==> config.mk <==
export PLATFORM = sky130hd
export DESIGN_NAME = skewed_weight_fifo
export DESIGN_NICKNAME = d
export VERILOG_FILES = /design/src/rtl/skewed_weight_fifo.sv
export SDC_FILE = /design/constraint.sdc
export NUM_CORES = 1
export LEC_CHECK = 0
export ABC_AREA = 1
export CAP_MARGIN = 20
export CORE_ASPECT_RATIO = 0.5
export CORE_MARGIN = 2
export CORE_UTILIZATION = 50
export CTS_CLUSTER_SIZE = 10
export DETAILED_ROUTE_END_ITERATION = 6
export PLACE_DENSITY = 0.75
export SLEW_MARGIN = 5
export SYNTH_ARGS = -nofsm -noshare
export SYNTH_HDL_FRONTEND = slang
export SYNTH_SLANG_ARGS = --single-unit
==> constraint.sdc <==
create_clock -name clk -period 1.93 [get_ports clk]
set_clock_uncertainty 0.1 [all_clocks]
set_input_delay 0.2895 -clock clk [delete_from_list [all_inputs] [get_ports clk]]
set_output_delay 0.2895 -clock clk [all_outputs]
set_load 0.01 [all_outputs]
==> src/rtl/skewed_weight_fifo.sv <==
// skewed_weight_fifo: per-column weight FIFOs with a common pop and a c-stage skew pipeline per column.
// Define SKEW_WEIGHT_FIFO_ERR_EN to add sticky overflow/underflow flags.
module skewed_weight_fifo #(
   parameter int N_COLS = 3,
   parameter int DATA_W = 8,
   parameter int DEPTH  = 4
) (
   input  logic                                   clk,
   input  logic                                   rst_n,
   input  logic [N_COLS-1:0]                      push,
   input  logic [N_COLS*DATA_W-1:0]               data_in,
   input  logic                                   pop,
   input  logic                                   weight_load_start,
   output logic [N_COLS*DATA_W-1:0]               col_out,
   output logic [N_COLS-1:0]                      col_valid,
   output logic [N_COLS-1:0]                      full,
   output logic [N_COLS-1:0]                      empty,
   output logic [N_COLS*$clog2(DEPTH+1)-1:0]      count,
   output logic                                   pop_ok,
   output logic                                   err_ovf,
   output logic                                   err_udf,
   input  logic                                   err_clr
);
   localparam int AW = $clog2(DEPTH);
   localparam int CW = $clog2(DEPTH+1);
   logic [N_COLS-1:0] push_acc;
   assign pop_ok = pop && (empty == '0);
   for (genvar c = 0; c < N_COLS; c++) begin : g_col
      logic [AW-1:0]     wr_ptr_q, wr_ptr_d, rd_ptr_q, rd_ptr_d;
      logic [CW-1:0]     count_q, count_d;
      logic [DATA_W-1:0] mem_q [DEPTH];
      logic [DATA_W-1:0] head;
      logic [DATA_W-1:0] sd_q [c+1];
      logic [DATA_W-1:0] sd_d [c+1];
      logic [c:0]        sv_q, sv_d;
      assign full[c]     = count_q == CW'(DEPTH);
      assign empty[c]    = count_q == '0;
      assign push_acc[c] = push[c] && (!full[c] || pop_ok);
      assign head        = mem_q[rd_ptr_q];
      always_comb begin
         wr_ptr_d = wr_ptr_q + AW'(push_acc[c]);
         rd_ptr_d = rd_ptr_q + AW'(pop_ok);
         count_d  = count_q + CW'(push_acc[c]) - CW'(pop_ok);
         sd_d[0]  = pop_ok ? head : '0;
         sv_d[0]  = pop_ok;
         // a new load sequence drops everything already past stage 0
         for (int k = 1; k <= c; k++) begin
            sd_d[k] = weight_load_start ? '0 : sd_q[k-1];
            sv_d[k] = !weight_load_start && sv_q[k-1];
         end
      end
      always_ff @(posedge clk or negedge rst_n) begin
         if (!rst_n) begin
            wr_ptr_q <= '0;
            rd_ptr_q <= '0;
            count_q  <= '0;
            sv_q     <= '0;
            for (int k = 0; k <= c; k++) sd_q[k] <= '0;
         end else begin
            wr_ptr_q <= wr_ptr_d;
            rd_ptr_q <= rd_ptr_d;
            count_q  <= count_d;
            sv_q     <= sv_d;
            for (int k = 0; k <= c; k++) sd_q[k] <= sd_d[k];
         end
      end
      always_ff @(posedge clk) begin
         if (push_acc[c]) mem_q[wr_ptr_q] <= data_in[c*DATA_W +: DATA_W];
      end
      assign col_out[c*DATA_W +: DATA_W] = sd_q[c];
      assign col_valid[c]                = sv_q[c];
      assign count[c*CW +: CW]           = count_q;
   end
`ifdef SKEW_WEIGHT_FIFO_ERR_EN
   logic err_ovf_q, err_ovf_d, err_udf_q, err_udf_d;
   always_comb begin
      err_ovf_d = (|(push & full) && !pop_ok) || (err_ovf_q && !err_clr);
      err_udf_d = (pop && !pop_ok) || (err_udf_q && !err_clr);
   end
   always_ff @(posedge clk or negedge rst_n) begin
      if (!rst_n) begin
         err_ovf_q <= 1'b0;
         err_udf_q <= 1'b0;
      end else begin
         err_ovf_q <= err_ovf_d;
         err_udf_q <= err_udf_d;
      end
   end
   assign err_ovf = err_ovf_q;
   assign err_udf = err_udf_q;
`else
   assign err_ovf = 1'b0 & err_clr;
   assign err_udf = 1'b0;
`endif
endmodule

==> results of run 1 <==
## metrics by stage
| step | hold slack (ps) | total power, mW | setup TNS (ps) | area [sq um] | util [%] |
|---|---|---|---|---|---|
| global placement | 99.5 | 9.45 | -3060 | 7650 | 59.8 |
| global route | 244 | 14.0 | -900 | 8340 | 65.1 |
| floorplan | -106 | 8.15 | -810 | 6720 | - |
| detailed placement | 114 | 9.67 | -4100 | 7650 | 59.8 |
| finish | 213 | 13.0 | -474 | 8340 | 65.1 |
| CTS | 211 | 13.1 | -556 | 8270 | 64.6 |
## state kept, by name, indices dropped and copies added (netlist names)
register and cells:
col_out 16, g_col.count_q 9, g_col.mem_q 96, g_col.rd_ptr_q 6, g_col.sd_q 32, g_col.sv_q 3
g_col.wr_ptr_q 6
## metal layers
layer	share of wire [%]	GRT usage, %
met5	0	0
met4	1.5	6.27
met3	3.2	4.66
met2	53	31.4
met1	43	20.8
## power breakdown
| part | leakage (nW) | total (mW) | internal (mW) | switching (mW) |
|---|---|---|---|---|
| logic | 1.54 | 4.34 | 1.98 | 2.35 |
| registers | 1.81 | 5.42 | 4.88 | 0.547 |
| clock network | 0.280 | 3.29 | 1.91 | 1.38 |
| total | 3.63 | 13.0 | 8.77 | 4.27 |
## synthesized netlist by cell type (all sizes together)
| library cell | instances |
|---|---|
| inv | 81 |
| or2 | 1 |
| dfrtp | 72 |
| xor2 | 8 |
| o21ai | 75 |
| nand3 | 2 |
| xnor2 | 1 |
| edfxtp | 96 |
| nand2 | 50 |
| nor2 | 115 |
| fa | 3 |
| conb | 1 |
| buf | 38 |
| ha | 12 |
| clkbuf | 1 |
## timing repair
action                                  in CTS  in global routing
pin swaps                                   10                  9
buffers inserted                             4                  1
endpoints found under the setup margin      11                 61
hold buffers                                 1                  0
hold endpoints to repair                    19                  0
gates resized for setup                     15                 22
## kinds of logic (layout without fill, tap and decap cells)
| kind of cell | Yosys count | count (layout) | synth area share [%] |
|---|---|---|---|
| buf+inv | 120 | 231 | 9.20 |
| compound gates | 75 | 75 | 5.65 |
| simple gates | 168 | 168 | 10.2 |
| flops | 168 | 168 | 70.5 |
| fa+ha+maj | 15 | 15 | 3.17 |
| other cells | 1 | 2 | 0.0565 |
| xor+xnor | 9 | 9 | 1.19 |
## final cells by class
class / instances / area, sq um
Sequential cell: 168 / 4690
Clock buffer: 17 / 425
Inverter: 81 / 304
Fill cell: 969 / 4460
Tap cell: 170 / 213
Timing Repair Buffer: 118 / 1090
Clock inverter: 15 / 151
Multi-Input combinational cell: 269 / 1470
## how the worst max path moves through the flow
| stage | endpoint | slack, ps | cells after the start |
|---|---|---|---|
| floorplan | g_col[0].count_q[1] | -170 | 11 |
| global placement | g_col[2].count_q[1] | -270 | 9 |
| detailed placement | g_col[2].count_q[1] | -300 | 9 |
| CTS | g_col[2].count_q[1] | -120 | 11 |
| global route | g_col[0].count_q[1] | -170 | 11 |
| finish | g_col[1].count_q[2] | -110 | 10 |
## worst max-delay path, delay by kind of cell (launching register included)
kind	cells	cell delay, ps
flops	1	400
xor+xnor	1	130
simple gates	4	340
buf+inv	2	170
fa+ha+maj	3	790
==> flow_summary.html, run 1 <==
<table>
<tr><th>Metric</th><th>Value</th></tr>
<tr><th colspan="2">Hold path</th></tr>
<tr><td>Type of the most critical hold path</td><td>input pin to asynchronous set/reset pin</td></tr>
<tr><th colspan="2">Route</th></tr>
<tr><td>Drt initial violations</td><td>258</td></tr>
<tr><td>Post-DRT Antenna Nets</td><td>0</td></tr>
<tr><td>Routed vias</td><td>3906</td></tr>
<tr><td>Drt first pass iters</td><td>4</td></tr>
<tr><td>Routed via count divided by cell count</td><td>4.66</td></tr>
<tr><td>Residual DRC count</td><td>0</td></tr>
<tr><td>Detailed Route WL</td><td>11.5 mm</td></tr>
<tr><td>Final routed wire length divided by cell count</td><td>13.7 um</td></tr>
<tr><th colspan="2">Setup path</th></tr>
<tr><td>Crit-path max cell delay</td><td>400 ps</td></tr>
<tr><td>Worst reg2reg path startpoint</td><td>g_col[2].count_q[0]</td></tr>
<tr><td>Data arrival time of the worst path</td><td>2230 ps</td></tr>
<tr><td>Type of origin of the critical path</td><td>flip-flop</td></tr>
<tr><td>Cell seen most often among critical-path stages</td><td>sky130_fd_sc_hd__ha_4</td></tr>
<tr><td>Source of the critical timing path</td><td>g_col[2].count_q[0]</td></tr>
<tr><td>Critical Setup Path Class</td><td>flip-flop to flip-flop</td></tr>
<tr><td>Flop-to-flop setup slack</td><td>-110 ps</td></tr>
<tr><td>Cell-by-cell listing of the critical path</td><td>nor2_2 -&gt; nand2_2 -&gt; nand2_4 -&gt; nor2_8 -&gt; buf_6 -&gt; ha_4 -&gt; inv_2 -&gt; ha_4 -&gt; fa_2 -&gt; xnor2_1</td></tr>
<tr><td>Slowest CP cell</td><td>sky130_fd_sc_hd__dfrtp_1</td></tr>
<tr><td>Worst EP required</td><td>2120 ps</td></tr>
<tr><td>Worst flop-to-flop path endpoint</td><td>g_col[1].count_q[2]</td></tr>
<tr><td>Largest fanout on the critical path</td><td>4</td></tr>
<tr><td>Number of cells on the worst reg-to-reg path</td><td>10</td></tr>
<tr><td>Critical path capture point type</td><td>flip-flop</td></tr>
<tr><th colspan="2">Die</th></tr>
<tr><td>Floorplan die height</td><td>85.5 um</td></tr>
<tr><td>Num ports</td><td>77</td></tr>
<tr><td>Chip width</td><td>167 um</td></tr>
<tr><td>FP Rows</td><td>29</td></tr>
<tr><td>Starting density of the core</td><td>51.8%</td></tr>
<tr><td>Core outline area</td><td>12800 sq um</td></tr>
<tr><td>Area of the die</td><td>14300 sq um</td></tr>
<tr><th colspan="2">Placement</th></tr>
<tr><td>Setup Slack @ Placement</td><td>-303 ps</td></tr>
<tr><td>Placed cell count</td><td>800</td></tr>
<tr><td>Port Buffer Count</td><td>73</td></tr>
<tr><td>Final Wtd Congestion</td><td>0.808</td></tr>
<tr><td>Final HPWL from detailed placement</td><td>7.58 mm</td></tr>
<tr><th colspan="2">Run</th></tr>
<tr><td>Total of max-cap violations</td><td>0</td></tr>
<tr><th colspan="2">CTS</th></tr>
<tr><td>CTS HTree Levels</td><td>4</td></tr>
<tr><td>TritonCTS clock tree</td><td>yes</td></tr>
<tr><td>Clock tree buffer depth</td><td>2</td></tr>
<tr><td>Master cell of the clock root buffer</td><td>sky130_fd_sc_hd__clkbuf_16</td></tr>
<tr><td>Clock insertion delay at the later pin of the skew report</td><td>410 ps</td></tr>
<tr><td>Clk slew on worst S/H paths</td><td>60 ps</td></tr>
<tr><td>Clock sink count</td><td>168</td></tr>
<tr><td>Clock buffer count from CTS</td><td>17</td></tr>
<tr><th colspan="2">Finish</th></tr>
<tr><td>Final cell count without fillers</td><td>838</td></tr>
<tr><td>Most common cell after layout, fill and taps aside</td><td>sky130_fd_sc_hd__nor2_1</td></tr>
<tr><td>Antenna diode instance count</td><td>0</td></tr>
<tr><td>Ratio of cells with drive above 1 in the final layout</td><td>18.3%</td></tr>
<tr><td>Final Net Count</td><td>702</td></tr>
<tr><td>Most used cells in the layout excluding fill and tap cells</td><td>108 x sky130_fd_sc_hd__nor2_1, 96 x sky130_fd_sc_hd__edfxtp_1, 70 x sky130_fd_sc_hd__dfrtp_1</td></tr>
<tr><td>Growth of design area from synthesis to finish</td><td>25.7%</td></tr>
<tr><th colspan="2">Timing</th></tr>
<tr><td>Max-slew violations</td><td>0</td></tr>
<tr><td>Remaining max-slew budget at the tightest pin</td><td>65.0%</td></tr>
<tr><td>Transition time at the pin with the least slew margin</td><td>525 ps</td></tr>
<tr><td>Fraction of the cycle the final worst path needs</td><td>106%</td></tr>
<tr><td>Hold Vio Cnt, Final</td><td>0</td></tr>
<tr><td>Worst path setup slack after routing</td><td>-107 ps</td></tr>
<tr><td>Clock period minus worst slack</td><td>2040 ps</td></tr>
<tr><td>Timing-limited maximum frequency</td><td>491 MHz</td></tr>
<tr><td>Final Setup Violations</td><td>6</td></tr>
<tr><td>Setup repair after global routing missed its margin</td><td>yes</td></tr>
<tr><th colspan="2">Global routing</th></tr>
<tr><td>All-Layer GR Usage</td><td>17.5%</td></tr>
<tr><td>Remaining Overflow, GRT</td><td>0</td></tr>
<tr><td>Initial antenna violation count</td><td>0</td></tr>
<tr><td>Vias in the first global route</td><td>3981</td></tr>
<tr><td>Global-route wire length before repair</td><td>18.9 mm</td></tr>
<tr><td>Largest net degree at the start of global routing</td><td>54</td></tr>
<tr><th colspan="2">Run status</th></tr>
<tr><td>Outcome</td><td>complete, but fails checks</td></tr>
<tr><td>Violated checks</td><td>setup timing</td></tr>
<tr><th colspan="2">Yosys</th></tr>
<tr><td>Combined area of all synthesized cells</td><td>6640 sq um</td></tr>
<tr><td>Warning count from the yosys run</td><td>0</td></tr>
<tr><td>Share of Yosys cell area claimed by the top area cell type</td><td>43.4%</td></tr>
<tr><td>Synthesized instance count</td><td>556</td></tr>
<tr><td>Portion of the post-synthesis area used by sequential elements</td><td>70.5%</td></tr>
<tr><td>Synth top area cells</td><td>sky130_fd_sc_hd__edfxtp_1 43%, sky130_fd_sc_hd__dfrtp_1 27%, sky130_fd_sc_hd__nor2_1 6.4%, sky130_fd_sc_hd__o21ai_0 4.6%, sky130_fd_sc_hd__inv_1 4.2%</td></tr>
<tr><td>Number of synthesized register bits</td><td>168</td></tr>
<tr><td>Cell type with the highest aggregate area in the netlist</td><td>sky130_fd_sc_hd__edfxtp_1</td></tr>
<tr><td>Post-synthesis cell type count</td><td>23</td></tr>
<tr><td>Post-Syn Area per Cell</td><td>11.9 sq um</td></tr>
<tr><th colspan="2">Power</th></tr>
<tr><td>Power Density</td><td>1560 nW/um^2</td></tr>
<tr><td>Worst vdd rail ir drop</td><td>0.806 mV</td></tr>
<tr><td>Leakage power</td><td>3.63 nW</td></tr>
</table>
Power figures use the tool's default switching activity.
==> inputs of run 2 (changes only) <==
--- a/config.mk
+++ b/config.mk
@@ -13,7 +13,7 @@
 export CTS_CLUSTER_SIZE = 10
 export DETAILED_ROUTE_END_ITERATION = 6
 export PLACE_DENSITY = 0.75
-export SLEW_MARGIN = 5
+export SETUP_SLACK_MARGIN = 0.2
 export SYNTH_ARGS = -nofsm -noshare
 export SYNTH_HDL_FRONTEND = slang
 export SYNTH_SLANG_ARGS = --single-unit
==> flow_summary.html, run 2 (same netlist as run 1, synthesis figures left out) <==
<table>
<tr><th>Metric</th><th>Value</th></tr>
<tr><th colspan="2">Run status</th></tr>
<tr><td>Outcome</td><td>complete, but fails checks</td></tr>
<tr><td>Violated checks</td><td>setup timing</td></tr>
<tr><th colspan="2">Route</th></tr>
<tr><td>Routed via count divided by cell count</td><td>4.84 (+3.7%)</td></tr>
<tr><td>Routed vias</td><td>4134 (+5.8%)</td></tr>
<tr><td>Detailed Route WL</td><td>13.0 mm (+13%)</td></tr>
<tr><td>Drt first pass iters</td><td>4 (unchanged)</td></tr>
<tr><td>Residual DRC count</td><td>0 (unchanged)</td></tr>
<tr><td>Drt initial violations</td><td>285 (+10%)</td></tr>
<tr><td>Final routed wire length divided by cell count</td><td>15.2 um (+11%)</td></tr>
<tr><td>Post-DRT Antenna Nets</td><td>0 (unchanged)</td></tr>
<tr><th colspan="2">Die</th></tr>
<tr><td>Chip width</td><td>167 um (unchanged)</td></tr>
<tr><td>Num ports</td><td>77 (unchanged)</td></tr>
<tr><td>Core outline area</td><td>12800 sq um (unchanged)</td></tr>
<tr><td>FP Rows</td><td>29 (unchanged)</td></tr>
<tr><td>Starting density of the core</td><td>51.8% (unchanged)</td></tr>
<tr><td>Area of the die</td><td>14300 sq um (unchanged)</td></tr>
<tr><td>Floorplan die height</td><td>85.5 um (unchanged)</td></tr>
<tr><th colspan="2">Setup path</th></tr>
<tr><td>Type of origin of the critical path</td><td>flip-flop</td></tr>
<tr><td>Worst EP required</td><td>2150 ps (+30 ps)</td></tr>
<tr><td>Cell-by-cell listing of the critical path</td><td>inv_1 -&gt; nand3_2 -&gt; nand2_4 -&gt; nor2_8 -&gt; buf_6 -&gt; ha_4 -&gt; inv_2 -&gt; ha_4 -&gt; inv_2 -&gt; fa_2 -&gt; inv_2</td></tr>
<tr><td>Worst reg2reg path startpoint</td><td>g_col[1].count_q[2]</td></tr>
<tr><td>Source of the critical timing path</td><td>g_col[1].count_q[2]</td></tr>
<tr><td>Data arrival time of the worst path</td><td>2300 ps (+70 ps)</td></tr>
<tr><td>Crit-path max cell delay</td><td>520 ps (+120 ps)</td></tr>
<tr><td>Critical path capture point type</td><td>flip-flop</td></tr>
<tr><td>Critical Setup Path Class</td><td>flip-flop to flip-flop</td></tr>
<tr><td>Largest fanout on the critical path</td><td>4 (unchanged)</td></tr>
<tr><td>Cell seen most often among critical-path stages</td><td>sky130_fd_sc_hd__inv_2</td></tr>
<tr><td>Slowest CP cell</td><td>sky130_fd_sc_hd__fa_2</td></tr>
<tr><th colspan="2">Finish</th></tr>
<tr><td>Final cell count without fillers</td><td>855 (+2.0%)</td></tr>
<tr><td>Post-route cell area</td><td>8850 sq um (+6.1%)</td></tr>
<tr><td>Growth of design area from synthesis to finish</td><td>33.3%</td></tr>
<tr><td>Filler cell count in the final layout</td><td>854 (-12%)</td></tr>
<tr><td>Most used cells in the layout excluding fill and tap cells</td><td>98 x sky130_fd_sc_hd__nor2_1, 96 x sky130_fd_sc_hd__edfxtp_1, 70 x sky130_fd_sc_hd__dfrtp_1</td></tr>
<tr><td>Antenna diode instance count</td><td>0 (unchanged)</td></tr>
<tr><td>Register bank with the most flops</td><td>g_col.mem_q</td></tr>
<tr><td>Ratio of cells with drive above 1 in the final layout</td><td>25.0% (+6.7 points)</td></tr>
<tr><td>Flip-flop count of the largest register, all copies and words added</td><td>96 (unchanged)</td></tr>
<tr><td>Final Net Count</td><td>720 (+2.6%)</td></tr>
<tr><td>Most common cell after layout, fill and taps aside</td><td>sky130_fd_sc_hd__nor2_1</td></tr>
<tr><th colspan="2">Global routing</th></tr>
<tr><td>All-Layer GR Usage</td><td>18.1% (+0.55 points)</td></tr>
<tr><td>Global-route wire length before repair</td><td>19.8 mm (+4.7%)</td></tr>
<tr><td>Vias in the first global route</td><td>4097 (+2.9%)</td></tr>
<tr><td>Largest net degree at the start of global routing</td><td>43 (-20%)</td></tr>
<tr><td>Initial antenna violation count</td><td>0 (unchanged)</td></tr>
<tr><td>Remaining Overflow, GRT</td><td>0 (unchanged)</td></tr>
<tr><th colspan="2">CTS</th></tr>
<tr><td>CTS HTree Levels</td><td>4 (unchanged)</td></tr>
<tr><td>TritonCTS clock tree</td><td>yes</td></tr>
<tr><td>Clock tree buffer depth</td><td>2 (unchanged)</td></tr>
<tr><td>Clock sink count</td><td>168 (unchanged)</td></tr>
<tr><td>Clock buffer count from CTS</td><td>17 (unchanged)</td></tr>
<tr><td>Clk slew on worst S/H paths</td><td>70 ps (about the same)</td></tr>
<tr><td>Master cell of the clock root buffer</td><td>sky130_fd_sc_hd__clkbuf_16</td></tr>
<tr><td>Clock insertion delay at the later pin of the skew report</td><td>420 ps (about the same)</td></tr>
<tr><th colspan="2">Hold path</th></tr>
<tr><td>Type of the most critical hold path</td><td>input pin to asynchronous set/reset pin</td></tr>
<tr><th colspan="2">Timing</th></tr>
<tr><td>Clock period minus worst slack</td><td>2080 ps (+45.3 ps)</td></tr>
<tr><td>Fraction of the cycle the final worst path needs</td><td>108% (+2.3 points)</td></tr>
<tr><td>Total Neg Setup Slack</td><td>-810 ps (-336 ps)</td></tr>
<tr><td>Timing-limited maximum frequency</td><td>480 MHz (-2.2%)</td></tr>
<tr><td>Transition time at the pin with the least slew margin</td><td>589 ps (+64.0 ps)</td></tr>
<tr><td>Max-slew violations</td><td>0 (unchanged)</td></tr>
<tr><td>Final Setup Violations</td><td>7 (+1)</td></tr>
<tr><td>Setup repair after global routing missed its margin</td><td>yes</td></tr>
<tr><td>Hold Vio Cnt, Final</td><td>0 (unchanged)</td></tr>
<tr><td>Worst path setup slack after routing</td><td>-152 ps (-45.3 ps)</td></tr>
<tr><td>Remaining max-slew budget at the tightest pin</td><td>60.7% (-4.3 points)</td></tr>
<tr><th colspan="2">Placement</th></tr>
<tr><td>Post-detailed-placement cell area</td><td>7800 sq um (+1.9%)</td></tr>
<tr><td>Placed cell count</td><td>801 (+0.13%)</td></tr>
<tr><td>Final HPWL from detailed placement</td><td>7.48 mm (-1.3%)</td></tr>
<tr><td>Port Buffer Count</td><td>73 (unchanged)</td></tr>
<tr><td>Final Wtd Congestion</td><td>0.766 (-5.3%)</td></tr>
<tr><th colspan="2">Run</th></tr>
<tr><td>Total of max-cap violations</td><td>0 (unchanged)</td></tr>
<tr><th colspan="2">Power</th></tr>
<tr><td>Worst vdd rail ir drop</td><td>0.700 mV (-13%)</td></tr>
<tr><td>Overall power of the completed layout</td><td>14.2 mW (+9.1%)</td></tr>
<tr><td>Leakage power</td><td>3.87 nW (+6.5%)</td></tr>
<tr><td>Power Density</td><td>1610 nW/um^2 (+2.8%)</td></tr>
</table>
run 2: worst max-delay path: cells and delay by family, from the launching register on:
| kind | cells | cell delay (ps) |
|---|---|---|
| fa+ha+maj | 3 | 840 |
| buf+inv | 5 | 360 |
| flops | 1 | 390 |
| simple gates | 3 | 290 |
run 2: metrics by stage:
| step | utilization, % | hold WS (ps) | setup WS (ps) |
|---|---|---|---|
| 6_report | 69.1 | 249 | -152 |
| 5_1_grt | 69.1 | 289 | -211 |
| 4_1_cts | 66.6 | 259 | -139 |
| 3_5_place_dp | 60.9 | 163 | -316 |
| 3_3_place_gp | 60.9 | 164 | -280 |
| 2_1_floorplan | - | -106 | -168 |
run 2: layer usage:
layer	part of all wire, %	routed length (um)	global-route usage, %	vias to the layer above
li1	-	-	-	1993
met1	41	5370	21.7	2016
met2	53	6890	32.5	102
met3	4.2	541	4.94	23
met4	1.6	208	5.33	0
met5	0	0	0	-
run 2: final timing paths:
check | to | slack (ps) | cells after the start
min in group clk | g_col[2].sd_q[12] | 350 | 2
setup reg to reg | g_col[2].count_q[1] | -150 | 11
hold / removal | g_col[2].count_q[0] | 250 | 2
setup / recovery | g_col[2].count_q[1] | -150 | 11
hold reg to reg | g_col[2].sd_q[12] | 350 | 2
max in group asynchronous | g_col[1].sd_q[12] | 910 | 3
run 2: where the power goes:
| group | switching, mW | total (mW) | internal (mW) |
|---|---|---|---|
| sequential | 0.604 | 5.48 | 4.88 |
| clock | 1.47 | 3.40 | 1.93 |
| combinational | 2.78 | 5.35 | 2.56 |
| total | 4.86 | 14.2 | 9.37 |
run 2: final cells by class:
type                            count  area [sq um]  area share [%]
Clock inverter                     14           161            1.82
Inverter                           81           307            3.46
Clock buffer                       17           425            4.80
Timing Repair Buffer              136          1440            16.2
Tap cell                          170           213            2.40
Sequential cell                   168          4690            52.9
Multi-Input combinational cell    269          1620            18.3
run 2: repair_timing:
item / CTS / global route
endpoints found under the setup margin: 25 / 125
pin swaps: 15 / 13
endpoints found under the hold margin: 30 / 0
hold buffers: 1 / 0
cloned: 0 / 1
buffers inserted: 5 / 16
gates resized for setup: 62 / 63
==> inputs of run 3 (changes only) <==
--- a/config.mk
+++ b/config.mk
@@ -12,7 +12,7 @@
 export CORE_UTILIZATION = 50
 export CTS_CLUSTER_SIZE = 10
 export DETAILED_ROUTE_END_ITERATION = 6
-export PLACE_DENSITY = 0.75
+export PLACE_DENSITY = 0.85
 export SETUP_SLACK_MARGIN = 0.2
 export SYNTH_ARGS = -nofsm -noshare
 export SYNTH_HDL_FRONTEND = slang
==> flow_summary.html, run 3 (same netlist as run 1, synthesis figures left out) <==
<table>
<tr><th>Metric</th><th>Value</th></tr>
<tr><th colspan="2">Run status</th></tr>
<tr><td>Outcome</td><td>complete, but fails checks</td></tr>
<tr><td>Violated checks</td><td>setup timing</td></tr>
<tr><th colspan="2">Route</th></tr>
<tr><td>Residual DRC count</td><td>0 (unchanged)</td></tr>
<tr><td>Post-DRT Antenna Nets</td><td>0 (unchanged)</td></tr>
<tr><td>Drt first pass iters</td><td>5 (+1)</td></tr>
<tr><td>Detailed Route WL</td><td>12.6 mm (-3.3%)</td></tr>
<tr><td>Routed via count divided by cell count</td><td>4.81 (-0.47%)</td></tr>
<tr><td>Drt initial violations</td><td>274 (-3.9%)</td></tr>
<tr><td>Final routed wire length divided by cell count</td><td>14.9 um (-1.7%)</td></tr>
<tr><td>Routed vias</td><td>4047 (-2.1%)</td></tr>
<tr><th colspan="2">CTS</th></tr>
<tr><td>Clock buffer count from CTS</td><td>17 (unchanged)</td></tr>
<tr><td>Clock sink count</td><td>168 (unchanged)</td></tr>
<tr><td>Clk slew on worst S/H paths</td><td>70 ps (about the same)</td></tr>
<tr><td>Clock insertion delay at the later pin of the skew report</td><td>420 ps (about the same)</td></tr>
<tr><td>CTS HTree Levels</td><td>4 (unchanged)</td></tr>
<tr><td>Clock tree buffer depth</td><td>2 (unchanged)</td></tr>
<tr><td>Master cell of the clock root buffer</td><td>sky130_fd_sc_hd__clkbuf_16</td></tr>
<tr><td>TritonCTS clock tree</td><td>yes</td></tr>
<tr><th colspan="2">Finish</th></tr>
<tr><td>Post-route cell area</td><td>8690 sq um (-1.9%)</td></tr>
<tr><td>Final Net Count</td><td>705 (-2.1%)</td></tr>
<tr><td>Most common cell after layout, fill and taps aside</td><td>sky130_fd_sc_hd__nor2_1</td></tr>
<tr><td>Antenna diode instance count</td><td>0 (unchanged)</td></tr>
<tr><td>Growth of design area from synthesis to finish</td><td>30.8%</td></tr>
<tr><td>Most used cells in the layout excluding fill and tap cells</td><td>98 x sky130_fd_sc_hd__nor2_1, 96 x sky130_fd_sc_hd__edfxtp_1, 70 x sky130_fd_sc_hd__dfrtp_1</td></tr>
<tr><td>Ratio of cells with drive above 1 in the final layout</td><td>21.8% (-3.2 points)</td></tr>
<tr><td>Final cell count without fillers</td><td>841 (-1.6%)</td></tr>
<tr><td>Register bank with the most flops</td><td>g_col.mem_q</td></tr>
<tr><td>Flip-flop count of the largest register, all copies and words added</td><td>96 (unchanged)</td></tr>
<tr><th colspan="2">Global routing</th></tr>
<tr><td>Vias in the first global route</td><td>4115 (+0.44%)</td></tr>
<tr><td>Initial antenna violation count</td><td>0 (unchanged)</td></tr>
<tr><td>Largest net degree at the start of global routing</td><td>39 (-9.3%)</td></tr>
<tr><td>Remaining Overflow, GRT</td><td>0 (unchanged)</td></tr>
<tr><td>All-Layer GR Usage</td><td>17.8% (-0.27 points)</td></tr>
<tr><td>Global-route wire length before repair</td><td>19.4 mm (-1.8%)</td></tr>
<tr><th colspan="2">Power</th></tr>
<tr><td>Leakage power</td><td>3.74 nW (-3.3%)</td></tr>
<tr><td>Overall power of the completed layout</td><td>14.0 mW (-1.6%)</td></tr>
<tr><td>Relative contribution of combinational cells to total power</td><td>35.9% (-1.7 points)</td></tr>
<tr><td>Total net switching power</td><td>4.73 mW (-2.6%)</td></tr>
<tr><td>Worst vdd rail ir drop</td><td>0.765 mV (+9.2%)</td></tr>
<tr><td>Power share of the clock group</td><td>25.1% (+1.2 points)</td></tr>
<tr><td>Switching share of power</td><td>33.8% (-0.35 points)</td></tr>
<tr><td>Flop pwr share</td><td>39.0% (+0.5 points)</td></tr>
<tr><td>Pint</td><td>9.27 mW (-1.1%)</td></tr>
<tr><td>Power Density</td><td>1610 nW/um^2 (+0.25%)</td></tr>
<tr><th colspan="2">Timing</th></tr>
<tr><td>Transition time at the pin with the least slew margin</td><td>543 ps (-46.3 ps)</td></tr>
<tr><td>Worst path setup slack after routing</td><td>-129 ps (+23.5 ps)</td></tr>
<tr><td>Setup repair after global routing missed its margin</td><td>yes</td></tr>
<tr><td>Hold Vio Cnt, Final</td><td>0 (unchanged)</td></tr>
<tr><td>Fraction of the cycle the final worst path needs</td><td>107% (-1.2 points)</td></tr>
<tr><td>Final Setup Violations</td><td>10 (+3)</td></tr>
<tr><td>Remaining max-slew budget at the tightest pin</td><td>63.8% (+3.1 points)</td></tr>
<tr><td>Timing-limited maximum frequency</td><td>486 MHz (+1.1%)</td></tr>
<tr><td>Clock period minus worst slack</td><td>2060 ps (-23.5 ps)</td></tr>
<tr><td>Worst Hold Margin</td><td>273 ps (+24.1 ps)</td></tr>
<tr><td>Max-slew violations</td><td>0 (unchanged)</td></tr>
<tr><td>Total Neg Setup Slack</td><td>-626 ps (+184 ps)</td></tr>
<tr><th colspan="2">Setup path</th></tr>
<tr><td>Top delay family on crit path</td><td>adder cells</td></tr>
<tr><td>Number of cells on the worst reg-to-reg path</td><td>11 (unchanged)</td></tr>
<tr><td>Data arrival time of the worst path</td><td>2270 ps (-30 ps)</td></tr>
<tr><td>Cell-by-cell listing of the critical path</td><td>inv_2 -&gt; nand3_4 -&gt; nand2_4 -&gt; nor2_8 -&gt; buf_6 -&gt; ha_4 -&gt; inv_2 -&gt; ha_4 -&gt; inv_2 -&gt; fa_2 -&gt; inv_2</td></tr>
<tr><td>Cell seen most often among critical-path stages</td><td>sky130_fd_sc_hd__inv_2</td></tr>
<tr><td>Type of origin of the critical path</td><td>flip-flop</td></tr>
<tr><td>Critical Setup Path Class</td><td>flip-flop to flip-flop</td></tr>
<tr><td>Worst EP required</td><td>2150 ps (about the same)</td></tr>
<tr><td>Slowest CP cell</td><td>sky130_fd_sc_hd__fa_2</td></tr>
<tr><td>Largest fanout on the critical path</td><td>4 (unchanged)</td></tr>
<tr><td>Crit-path max cell delay</td><td>520 ps (about the same)</td></tr>
<tr><td>Critical path capture point type</td><td>flip-flop</td></tr>
<tr><td>Worst flop-to-flop path endpoint</td><td>g_col[2].count_q[1]</td></tr>
<tr><td>Worst reg2reg path startpoint</td><td>g_col[1].count_q[2]</td></tr>
<tr><td>Buf/Inv on CP</td><td>5 (unchanged)</td></tr>
<tr><td>Flop-to-flop setup slack</td><td>-130 ps (+20 ps)</td></tr>
<tr><th colspan="2">Die</th></tr>
<tr><td>FP Rows</td><td>29 (unchanged)</td></tr>
<tr><td>Starting density of the core</td><td>51.8% (unchanged)</td></tr>
<tr><td>Num ports</td><td>77 (unchanged)</td></tr>
<tr><td>Core outline area</td><td>12800 sq um (unchanged)</td></tr>
<tr><td>Area of the die</td><td>14300 sq um (unchanged)</td></tr>
<tr><td>Floorplan die height</td><td>85.5 um (unchanged)</td></tr>
<tr><td>Chip width</td><td>167 um (unchanged)</td></tr>
<tr><th colspan="2">Placement</th></tr>
<tr><td>Post-detailed-placement cell area</td><td>7780 sq um (-0.22%)</td></tr>
<tr><td>Final HPWL from detailed placement</td><td>7.23 mm (-3.4%)</td></tr>
<tr><td>Placed cell count</td><td>797 (-0.50%)</td></tr>
<tr><td>Final Wtd Congestion</td><td>0.753 (-1.6%)</td></tr>
<tr><td>Port Buffer Count</td><td>73 (unchanged)</td></tr>
<tr><th colspan="2">Run</th></tr>
<tr><td>Total of max-cap violations</td><td>0 (unchanged)</td></tr>
<tr><th colspan="2">Hold path</th></tr>
<tr><td>Type of the most critical hold path</td><td>input pin to asynchronous set/reset pin</td></tr>
</table>
[run 3: cell type report]
type | count | area, sq um
Sequential cell | 168 | 4690
Clock inverter | 13 | 178
Multi-Input combinational cell | 269 | 1610
Inverter | 81 | 309
Fill cell | 811 | 4120
Timing Repair Buffer | 121 | 1250
Tap cell | 170 | 213
Clock buffer | 19 | 433
[run 3: what timing repair did]
item,in CTS,in global routing
hold buffers,1,0
pin swaps,21,14
setup endpoints to repair,22,121
resized for setup,60,35
endpoints found under the hold margin,37,0
setup buffers,4,7
[run 3: power groups by stage]
| stage | registers [mW] | clock network (mW) | logic [mW] |
|---|---|---|---|
| 5_1_grt | 5.56 | 3.72 | 5.55 |
| 4_1_cts | 5.41 | 3.55 | 4.62 |
| 3_3_place_gp | 5.43 | 0 | 4.15 |
| 2_1_floorplan | 5.35 | 0 | 2.85 |
| 3_5_place_dp | 5.47 | 0 | 4.37 |
| 6_report | 5.46 | 3.52 | 5.02 |
[run 3: worst max-delay path by stage]
stage	startpoint	end	cells past startpoint
after floorplan	g_col[2].count_q[0]	g_col[0].count_q[1]	11
after global placement	pop	g_col[2].count_q[1]	9
after detailed placement	pop	g_col[0].count_q[1]	9
after CTS	g_col[2].count_q[1]	g_col[0].count_q[1]	11
after global routing	g_col[2].count_q[1]	g_col[2].count_q[1]	11
final	g_col[1].count_q[2]	g_col[2].count_q[1]	11
[run 3: through the flow]
stage / setup slack, ps / util, %
2_1_floorplan: -168 / -
3_3_place_gp: -264 / 60.8
3_5_place_dp: -300 / 60.8
4_1_cts: -118 / 66.7
5_1_grt: -188 / 67.8
6_report: -129 / 67.8
[run 3: layer usage]
metal | GRT usage, % | vias to the layer above | routed length [um]
li1 | - | 1966 | -
met1 | 20.9 | 1988 | 5120
met2 | 32.0 | 77 | 6880
met3 | 4.20 | 16 | 429
met4 | 7.37 | 0 | 146
met5 | 0 | - | 0
